### src/rtl/hit_resolver.sv
// hit_resolver: hitbox contact, hit/block classification, health tracking and round KO/restart FSM.
// Optional CHIP_DAMAGE_EN: a blocked attack also removes 1 health and can end the round.
module hit_resolver #(
    parameter int unsigned CHAR_WIDTH    = 128,
    parameter int unsigned ATK1_REACH    = 40,
    parameter int unsigned ATK2_REACH    = 56,
    parameter int unsigned HP_W          = 4,
    parameter int unsigned HEALTH_INIT   = 6,
    parameter int unsigned HIT_DMG       = 2,
    parameter int unsigned DAMAGE_FRAMES = 12,
    parameter int unsigned BLOCK_FRAMES  = 8,
    parameter int unsigned KO_FRAMES     = 60
) (
    input  logic            clk_game,
    input  logic            reset_n,
    input  logic [3:0]      state_p1,
    input  logic [3:0]      state_p2,
    input  logic [9:0]      char1_x,
    input  logic [9:0]      char2_x,
    input  logic            restart,
    output logic            hit_p1,
    output logic            hit_p2,
    output logic            dmg_p1,
    output logic            dmg_p2,
    output logic            blk_p1,
    output logic            blk_p2,
    output logic [HP_W-1:0] health_p1,
    output logic [HP_W-1:0] health_p2,
    output logic [1:0]      winner,
    output logic            round_active
);

    localparam int unsigned X_W  = 11;
    localparam int unsigned DC_W = $clog2(DAMAGE_FRAMES + 1);
    localparam int unsigned BC_W = $clog2(BLOCK_FRAMES + 1);
    localparam int unsigned KC_W = $clog2(KO_FRAMES + 1);

    localparam logic [3:0] ST_LEFT   = 4'd1;
    localparam logic [3:0] ST_RIGHT  = 4'd2;
    localparam logic [3:0] ST_A1_ACT = 4'd4;
    localparam logic [3:0] ST_A2_ACT = 4'd7;

    typedef enum logic [1:0] {R_FIGHT, R_KO, R_DONE} round_e;

    round_e            round_q, round_d;
    logic [KC_W-1:0]   ko_cnt_q, ko_cnt_d;
    logic [1:0]        winner_q, winner_d;
    logic [HP_W-1:0]   hp1_q, hp1_d, hp2_q, hp2_d;
    logic              hit1_q, hit1_d, hit2_q, hit2_d;
    logic [DC_W-1:0]   dcnt1_q, dcnt1_d, dcnt2_q, dcnt2_d;
    logic [BC_W-1:0]   bcnt1_q, bcnt1_d, bcnt2_q, bcnt2_d;
    logic              dmg1_q, dmg2_q, blk1_q, blk2_q;
    logic              lock1_q, lock1_d, lock2_q, lock2_d;
    logic              active_q;

    logic              act1_c, act2_c, reach1_ok_c, reach2_ok_c, conn1_c, conn2_c;
    logic [X_W-1:0]    reach1_c, reach2_c, p1_front1_c, p1_front2_c;

    function automatic logic [HP_W-1:0] sat_sub(input logic [HP_W-1:0] a, input logic [HP_W-1:0] b);
        return (a > b) ? a - b : '0;
    endfunction

    // Both reach tests measure against P1's right edge plus the attacker's reach.
    assign act1_c      = (state_p1 == ST_A1_ACT) || (state_p1 == ST_A2_ACT);
    assign act2_c      = (state_p2 == ST_A1_ACT) || (state_p2 == ST_A2_ACT);
    assign reach1_c    = (state_p1 == ST_A2_ACT) ? X_W'(ATK2_REACH) : X_W'(ATK1_REACH);
    assign reach2_c    = (state_p2 == ST_A2_ACT) ? X_W'(ATK2_REACH) : X_W'(ATK1_REACH);
    assign p1_front1_c = X_W'(char1_x) + X_W'(CHAR_WIDTH) + reach1_c;
    assign p1_front2_c = X_W'(char1_x) + X_W'(CHAR_WIDTH) + reach2_c;
    assign reach1_ok_c = act1_c && (p1_front1_c >= X_W'(char2_x));
    assign reach2_ok_c = act2_c && (X_W'(char2_x) <= p1_front2_c);
    assign conn1_c     = (round_q == R_FIGHT) && reach1_ok_c && !lock1_q && !dmg2_q;
    assign conn2_c     = (round_q == R_FIGHT) && reach2_ok_c && !lock2_q && !dmg1_q;

    always_comb begin
        round_d  = round_q;
        ko_cnt_d = ko_cnt_q;
        winner_d = winner_q;
        hp1_d    = hp1_q;
        hp2_d    = hp2_q;
        hit1_d   = 1'b0;
        hit2_d   = 1'b0;
        dcnt1_d  = (dcnt1_q != '0) ? dcnt1_q - DC_W'(1) : '0;
        dcnt2_d  = (dcnt2_q != '0) ? dcnt2_q - DC_W'(1) : '0;
        bcnt1_d  = (bcnt1_q != '0) ? bcnt1_q - BC_W'(1) : '0;
        bcnt2_d  = (bcnt2_q != '0) ? bcnt2_q - BC_W'(1) : '0;
        lock1_d  = act1_c && (lock1_q || conn1_c);
        lock2_d  = act2_c && (lock2_q || conn2_c);

        // P1 attacking P2: backing away (RIGHT) blocks, anything else takes the hit.
        if (conn1_c) begin
            if (state_p2 == ST_RIGHT) begin
                bcnt2_d = BC_W'(BLOCK_FRAMES);
`ifdef CHIP_DAMAGE_EN
                hp2_d = sat_sub(hp2_d, HP_W'(1));
`endif
            end else begin
                hit1_d  = 1'b1;
                hp2_d   = sat_sub(hp2_d, HP_W'(HIT_DMG));
                dcnt2_d = DC_W'(DAMAGE_FRAMES);
                bcnt2_d = '0;
            end
        end

        if (conn2_c) begin
            if (state_p1 == ST_LEFT) begin
                bcnt1_d = BC_W'(BLOCK_FRAMES);
`ifdef CHIP_DAMAGE_EN
                hp1_d = sat_sub(hp1_d, HP_W'(1));
`endif
            end else begin
                hit2_d  = 1'b1;
                hp1_d   = sat_sub(hp1_d, HP_W'(HIT_DMG));
                dcnt1_d = DC_W'(DAMAGE_FRAMES);
                bcnt1_d = '0;
            end
        end

        case (round_q)
            R_FIGHT: begin
                if ((hp1_d == '0) || (hp2_d == '0)) begin
                    round_d  = R_KO;
                    ko_cnt_d = KC_W'(KO_FRAMES - 1);
                    winner_d = {hp1_d == '0, hp2_d == '0};
                end
            end
            R_KO: begin
                if (ko_cnt_q == '0) round_d = R_DONE;
                else                ko_cnt_d = ko_cnt_q - KC_W'(1);
            end
            R_DONE: begin
                if (restart) begin
                    round_d  = R_FIGHT;
                    hp1_d    = HP_W'(HEALTH_INIT);
                    hp2_d    = HP_W'(HEALTH_INIT);
                    winner_d = '0;
                    lock1_d  = 1'b0;
                    lock2_d  = 1'b0;
                end
            end
            default: round_d = R_FIGHT;
        endcase
    end

    always_ff @(posedge clk_game or negedge reset_n) begin
        if (!reset_n) begin
            round_q  <= R_FIGHT;
            ko_cnt_q <= '0;
            winner_q <= '0;
            hp1_q    <= HP_W'(HEALTH_INIT);
            hp2_q    <= HP_W'(HEALTH_INIT);
            hit1_q   <= 1'b0;
            hit2_q   <= 1'b0;
            dcnt1_q  <= '0;
            dcnt2_q  <= '0;
            bcnt1_q  <= '0;
            bcnt2_q  <= '0;
            dmg1_q   <= 1'b0;
            dmg2_q   <= 1'b0;
            blk1_q   <= 1'b0;
            blk2_q   <= 1'b0;
            lock1_q  <= 1'b0;
            lock2_q  <= 1'b0;
            active_q <= 1'b1;
        end else begin
            round_q  <= round_d;
            ko_cnt_q <= ko_cnt_d;
            winner_q <= winner_d;
            hp1_q    <= hp1_d;
            hp2_q    <= hp2_d;
            hit1_q   <= hit1_d;
            hit2_q   <= hit2_d;
            dcnt1_q  <= dcnt1_d;
            dcnt2_q  <= dcnt2_d;
            bcnt1_q  <= bcnt1_d;
            bcnt2_q  <= bcnt2_d;
            dmg1_q   <= (dcnt1_d != '0);
            dmg2_q   <= (dcnt2_d != '0);
            blk1_q   <= (bcnt1_d != '0);
            blk2_q   <= (bcnt2_d != '0);
            lock1_q  <= lock1_d;
            lock2_q  <= lock2_d;
            active_q <= (round_d == R_FIGHT);
        end
    end

    assign hit_p1       = hit1_q;
    assign hit_p2       = hit2_q;
    assign dmg_p1       = dmg1_q;
    assign dmg_p2       = dmg2_q;
    assign blk_p1       = blk1_q;
    assign blk_p2       = blk2_q;
    assign health_p1    = hp1_q;
    assign health_p2    = hp2_q;
    assign winner       = winner_q;
    assign round_active = active_q;

endmodule

### config.mk
export PLATFORM = sky130hd
export DESIGN_NAME = hit_resolver
export DESIGN_NICKNAME = d
export VERILOG_FILES = /design/src/rtl/hit_resolver.sv
export SDC_FILE = /design/constraint.sdc
export NUM_CORES = 1
export LEC_CHECK = 0
export CORE_MARGIN = 4
export CORE_UTILIZATION = 40
export CTS_CLUSTER_DIAMETER = 80
export CTS_CLUSTER_SIZE = 10
export DETAILED_ROUTE_END_ITERATION = 8
export DONT_BUFFER_PORTS = 1
export SETUP_SLACK_MARGIN = 0.4
export SLEW_MARGIN = 15
export SYNTH_ARGS = -nofsm -noshare
export SYNTH_HDL_FRONTEND = slang
export SYNTH_SLANG_ARGS = --single-unit
### constraint.sdc
create_clock -name clk_game -period 2 [get_ports clk_game]
set_input_delay 0.3 -clock clk_game [delete_from_list [all_inputs] [get_ports clk_game]]
set_output_delay 0.3 -clock clk_game [all_outputs]
set_load 0.03 [all_outputs]
Yosys cells after proc, flatten, opt, wreduce, memory -nomap -nowiden
Cells that the tools add are included.
{ "word_totals": {"output_inout_bits": 17, "word_cells": 121, "ff_bits": 43} }
{ "classes": {"n_eq_ne": 11, "add_sub_neg": 10, "n_lt_le_gt_ge": 4, "mux": 42, "n_reduce_logical": 36} }
{ "ops": {"columns": ["cell", "count"], "rows": [
  ["2-to-1 mux 4 bit", 22],
  ["nonzero test 4 bit", 8],
  ["adder 11 x 6 -> 11 bit", 2],
  ["== test 4 x 3 -> 1 bit, second input constant", 4],
  ["subtractor 4 x 1 -> 4 bit, second input constant", 4],
  ["2-to-1 mux 6 bit", 2],
  ["one-hot mux 6 bit (2 select lines)", 1],
  ["adder 10 x 8 -> 11 bit, second input constant", 1],
  [">= comparator 11 x 10 -> 1 bit", 1],
  ["less-or-equal comparator 10 x 11 -> 1 bit", 1],
  ["logical AND 1 bit", 10],
  ["2-to-1 mux 2 bit", 5],
  ["2-to-1 mux 5 bit", 2],
  ["> comparator 4 x 2 -> 1 bit, second input constant", 2],
  ["zero test 4 bit", 2],
  ["2-to-1 mux 1 bit", 8],
  ["subtractor 4 x 2 -> 4 bit, second input constant", 2],
  ["zero test 6 bit", 1],
  ["one-hot mux 2 bit (3 select lines)", 1],
  ["AND reduction 3 bit", 2],
  ["subtractor 6 x 1 -> 6 bit, second input constant", 1],
  ["logical OR 1 bit", 5],
  ["== test 4 x 1 -> 1 bit, second input constant", 1],
  ["== test 4 x 2 -> 1 bit, second input constant", 1],
  ["8 further kinds", 14]
]} }

Logic depth before layout (Yosys ltp)
{ "logic_depth": {"depth_word": 14, "mapped_depth": 14, "depth_no_buf": 13} }

Least setup slack after synthesis
Ideal clock, no wire load.
{ "synth_timing": {"path_type": "input to register", "startpoint": "input state_p2[3]", "endpoint": "register ko_cnt_q[2]", "path_slack_ps": -1327, "setup_time_ps": 66, "path_buffers": 0, "arrival_time_ps": 3261, "stages": 13, "path_cell_list": "and4b_1 > ha_1 > a211oi_4 > nor2_1 > xor2_1 > ha_1 > o21a_1 > a21oi_1 > or4_4 > o211ai_2 > mux2_4 > a21oi_2 > a31o_1"} }
{ "synth_between": {"elab_chain_cells": 13, "elab_cells_between_ends": 19, "classes_between": "1 x add/sub; 1 x order compare; 4 x eq/ne; 4 x mux; 9 x reduce/logical"} }
{ "synth_rtl": {"columns": ["element", "line", "source"], "rows": [
  ["start: declaration", "17", "input logic [3:0] state_p2,"],
  ["== test 4 x 3 -> 1 bit", "65, 67", null],
  ["2-to-1 mux 5 bit", "67", "assign reach2_c = (state_p2 == ST_A2_ACT) ? X_W'(ATK2_REACH) : X_W'(ATK1_REACH);"],
  ["adder 11 x 6 -> 11 bit", "69", "assign p1_front2_c = X_W'(char1_x) + X_W'(CHAR_WIDTH) + reach2_c;"],
  ["less-or-equal comparator 10 x 11 -> 1 bit", "71", "assign reach2_ok_c = act2_c && (X_W'(char2_x) <= p1_front2_c);"],
  ["logical AND 1 bit", "71", null],
  ["logical AND 1 bit (3 in a row)", "73", "assign conn2_c = (round_q == R_FIGHT) && reach2_ok_c && !lock2_q && !dmg1_q;"],
  ["2-to-1 mux 4 bit", "105", "if (conn2_c) begin"],
  ["zero test 4 bit", "121", "if ((hp1_d == '0) || (hp2_d == '0)) begin"],
  ["logical OR 1 bit *", "121", null],
  ["!= test 2 x 1 -> 1 bit (no line) *", null, null],
  ["AND reduction 3 bit (no line) *", null, null],
  ["end signal: assignment", "167", "ko_cnt_q <= ko_cnt_d;"],
  ["end: declaration", "46", "logic [KC_W-1:0] ko_cnt_q, ko_cnt_d;"]
]} }
Mark *: on every way between the ends. The rest lies on a longest branch, timed or not.
A chain may end at the register's enable or synchronous reset.

Worst setup path in the final report
{ "layout_timing": {"startpoint": "input state_p2[3]", "endpoint": "register blk1_q (netlist: blk_p1)"} }
{ "layout_between": {"elab_chain_cells": 10, "elab_cells_between_ends": 12, "classes_between": "1 x add/sub; 1 x order compare; 2 x eq/ne; 2 x mux; 6 x reduce/logical"} }
{ "layout_rtl": {"columns": ["element", "line", "source"], "rows": [
  ["== test 4 x 3 -> 1 bit", "65, 67", null],
  ["2-to-1 mux 5 bit", "67", null],
  ["adder 11 x 6 -> 11 bit", "69", null],
  ["less-or-equal comparator 10 x 11 -> 1 bit", "71", null],
  ["logical AND 1 bit *", "71", null],
  ["logical AND 1 bit * (3 in a row)", "73", null],
  ["2-to-1 mux 4 bit *", "105", null],
  ["net bcnt1_d[3]", "51", "logic [BC_W-1:0] bcnt1_q, bcnt1_d, bcnt2_q, bcnt2_d;"],
  ["nonzero test 4 bit *", "179", "blk1_q <= (bcnt1_d != '0);"],
  ["end signal: assignment", "179", null],
  ["end: declaration", "52", "logic dmg1_q, dmg2_q, blk1_q, blk2_q;"]
]} }
Mark *: on every way through the listed nets, which the timed path passes. The rest lies on a longest branch.

==> flow_metrics.tcl <==
set metrics [dict create \
    max_freq_mhz 326 \
    area_delta_synth_final_pct 34.3 \
    cts_max_level 2 \
    required_ps 2170 \
    rsz0062_at_grt "true" \
    finalSetupViolCount 42 \
    vias_per_cell 5.36 \
    dp_cells 466 \
    r2r_start "round_q[1]$_DFF_PN0_" \
    whs_ps 215 \
    fin_crit_sh_pct 153 \
    cap_viol_max_count 0 \
    antenna_cells 0 \
    power_switching_w 0.00195 \
    overflow 0 \
    gp_congestion 0.821 \
    startpoint_type "input pin" \
    syn-cell-area_sq_mm 0.00306 \
    p_leak_nw 1.89 \
    endpoint_kind "register" \
    pwr-share-seq_pct 33.3 \
    drt_iter0_markers 76 \
    post_drt_wl_per_cell_microns 15.2 \
    fill_cells 640 \
    portBuffers 0 \
    grt_pass1_wl_microns 12400 \
    cts_root_buffer "clkbuf_8" \
    ant_nets 0 \
    antenna_found_initial 0 \
    synthAdderAreaFrac_pct 14.0 \
    min_period_ps 3060 \
    worstPathArrival_ps 3230 \
    synth_xor_area_share_pct 4.54 \
    drive_gt1_share_pct 36.1 \
    async_flop_share_pct 100 \
    coreArea_sq_mm 0.00733 \
    nets 459 \
    synth_simple_gate_area_share_pct 20.8 \
    clkPwrFrac_pct 11.9 \
    synth_most_common_cell "dfrtp_1" \
    synth.distinct_cells 70 \
    die-area_sq_mm 0.00910 \
    synth_area_leader_cell "dfrtp_1" \
    clk_pin_slew_ps 80 \
    grt_pass1_vias 2638 \
    hp-class "in -> reg" \
    yosys_most_used_dff "dfrtp_1" \
    synth_compound_area_share_pct 18.5 \
    slew_headroom_pct 66.0 \
    cts_sinks 43 \
    ys_ff_latch 43 \
    start_util_pct 41.7 \
    pwr-share-comb_pct 54.8 \
    die_x_microns 95.4 \
    synthMuxAreaShare_pct 1.15 \
    synthTopCellsByCount "dfrtp_1 (38), inv_1 (32), ha_1 (31)" \
    ios 48 \
    wirelength_microns 7500 \
    grt_max_degree 44 \
    die_h_microns 95.4 \
    core.rowCount 31 \
    slew_violations 0 \
    cts_buffers 5 \
    power_density_mw_per_mm2 1120 \
    synth_top_family_by_area "simple AND/OR/NAND/NOR gates" \
    yosysSeqAreaShare_pct 35.4 \
    dr.pass1.iters 5 \
    dr_total_vias 2654 \
    critical_path_class "in -> reg" \
    yosysTopAreaCellShare_pct 31.1 \
    ir_drop_v 0.000646 \
    status "complete, but fails checks" \
    violations "negative setup slack" \
    power_w 0.00458 \
    syn_inst 330 \
    internal_power_w 0.00263 \
    reg2reg_to "blk_p1$_DFF_PN0_" \
    crit_fanout 4 \
    yosysWarnings 0 \
    drc 0 \
    p_sw_share_pct 42.6 \
    worst_slack_ps -1060 \
    min_path_cells 2 \
    syn_avg_cell_area_sq_um 9.26 \
    yosys-top-cells-area "dfrtp_1 (31%), ha_1 (13%), dfstp_2 (4.3%)" \
    stdcell_count 495 \
    worstSkewPairLatency_ps 290 \
    finalHoldViolCount 0 \
    fin_worst_skew_ps 7.07 \
    cts_tree "built" \
    reg2reg_depth 8 \
    synth_edf_count 0 \
    r2r_slack_ps -140 \
    min_from "state_p2[2]" \
    syn_nets 394 \
    tightest_slew_ps 507 \
    hpwl_microns 5360 \
    clock_tree.buffer_depth 2 \
    grt_use_total_pct 17.4 \
    worstHoldEndpoint "bcnt2_q[3]$_DFF_PN0_" \
]
## per-layer routing
metal | up-vias | wire (microns) | track usage, %
met2 | 41 | 3720 | 29.2
li1 | 1314 | - | -
met1 | 1292 | 3330 | 22.4
met3 | 7 | 380 | 4.42
met5 | - | 0 | 0
met4 | 0 | 73 | 4.38
## cell usage in the layout, fill, tap and decap left out, types with 7 or more instances in the layout
master and count:
buf_4 47, dfrtp_1 38, inv_1 32, ha_1 28, a21oi_1 17, nand2_1 14, buf_6 14, nor2_1 13
o21ai_0 10, xnor2_1 9, nor3_1 9, nand2b_1 7, a21oi_2 7, nand2_2 7
## power by group through the flow
stage	sequential, W	clock, W	combinational [W]
2_1_floorplan	0.00166	0	0.00138
3_3_place_gp	0.00152	0	0.00215
3_5_place_dp	0.00153	0	0.00219
4_1_cts	0.00152	0.000566	0.00239
5_1_grt	0.00157	0.000598	0.00282
6_report	0.00152	0.000545	0.00251
## per-stage QoR
step                      setup WS (ps)  setup TNS, ps  utilization (%)  instance area, sq um
after floorplan                   -1180         -34790                -                  3120
final                             -1060         -34210             56.0                  4110
after detailed placement          -1370         -46220             48.1                  3530
after global placement            -1320         -44800             48.1                  3530
after global routing              -1180         -38860             56.0                  4110
after CTS                         -1040         -30990             53.8                  3940
## final cells by class
type / instances / area, sq um / area share, %
clock buffer: 7 / 76.3 / 1.86
multi-input combinational: 245 / 2080 / 50.6
timing repair buffer: 66 / 606 / 14.7
clock inverter: 1 / 5.00 / 0.122
tap: 99 / 124 / 3.02
inverter: 34 / 135 / 3.29
sequential: 43 / 1080 / 26.4
## registers in the layout, indices dropped and copies added (netlist names)
register	cells
bcnt1_q	4
bcnt2_q	4
blk_p1	1
blk_p2	1
dcnt1_q	4
dcnt2_q	4
dmg_p1	1
dmg_p2	1
health_p1	4
health_p2	4
hit_p1	1
hit_p2	1
ko_cnt_q	6
lock1_q	1
lock2_q	1
round_active	1
round_q	2
winner	2
## worst max-delay path: stages
cell,delay (ps)
and4b_2,300
ha_4,210
a211oi_4,220
nor2_1,80
xor2_1,150
ha_1,310
o21a_1,130
a21oi_1,60
or4_4,520
buf_4,150
buf_6,110
o21ai_4,190
a21oi_2,80
or4_1,410
## timing repair
| action | 4_1_cts | 5_1_grt |
|---|---|---|
| buffers inserted | 11 | 7 |
| hold endpoints to repair | 43 | 0 |
| gates resized for setup | 44 | 26 |
| hold buffers | 2 | 0 |
| cloned | 1 | 0 |
| setup endpoints to repair | 42 | 42 |
| pin swaps | 10 | 7 |
## cell families after synthesis
logic type,Yosys count
AOI/OAI and AO/OA,82
xor gates and xnor gates,15
adders and majority gates,33
buffers and inverters,42
DFF,43
muxes,3
and+or+nand+nor,112
## how the worst max path moves through the flow
| stage | to | start | cells past startpoint | slack [ps] |
|---|---|---|---|---|
| after floorplan | ko_cnt_q[2]$_DFFE_PN0P_ | state_p2[3] | 13 | -1180 |
| after global placement | ko_cnt_q[2]$_DFFE_PN0P_ | state_p2[3] | 13 | -1320 |
| after detailed placement | round_q[0]$_DFF_PN0_ | state_p2[0] | 12 | -1370 |
| after CTS | round_q[0]$_DFF_PN0_ | state_p2[3] | 13 | -1040 |
| after global routing | round_q[0]$_DFF_PN0_ | state_p2[3] | 13 | -1180 |
| final | blk_p1$_DFF_PN0_ | state_p2[3] | 14 | -1060 |
Note: power is estimated with default switching activity, not from simulation.
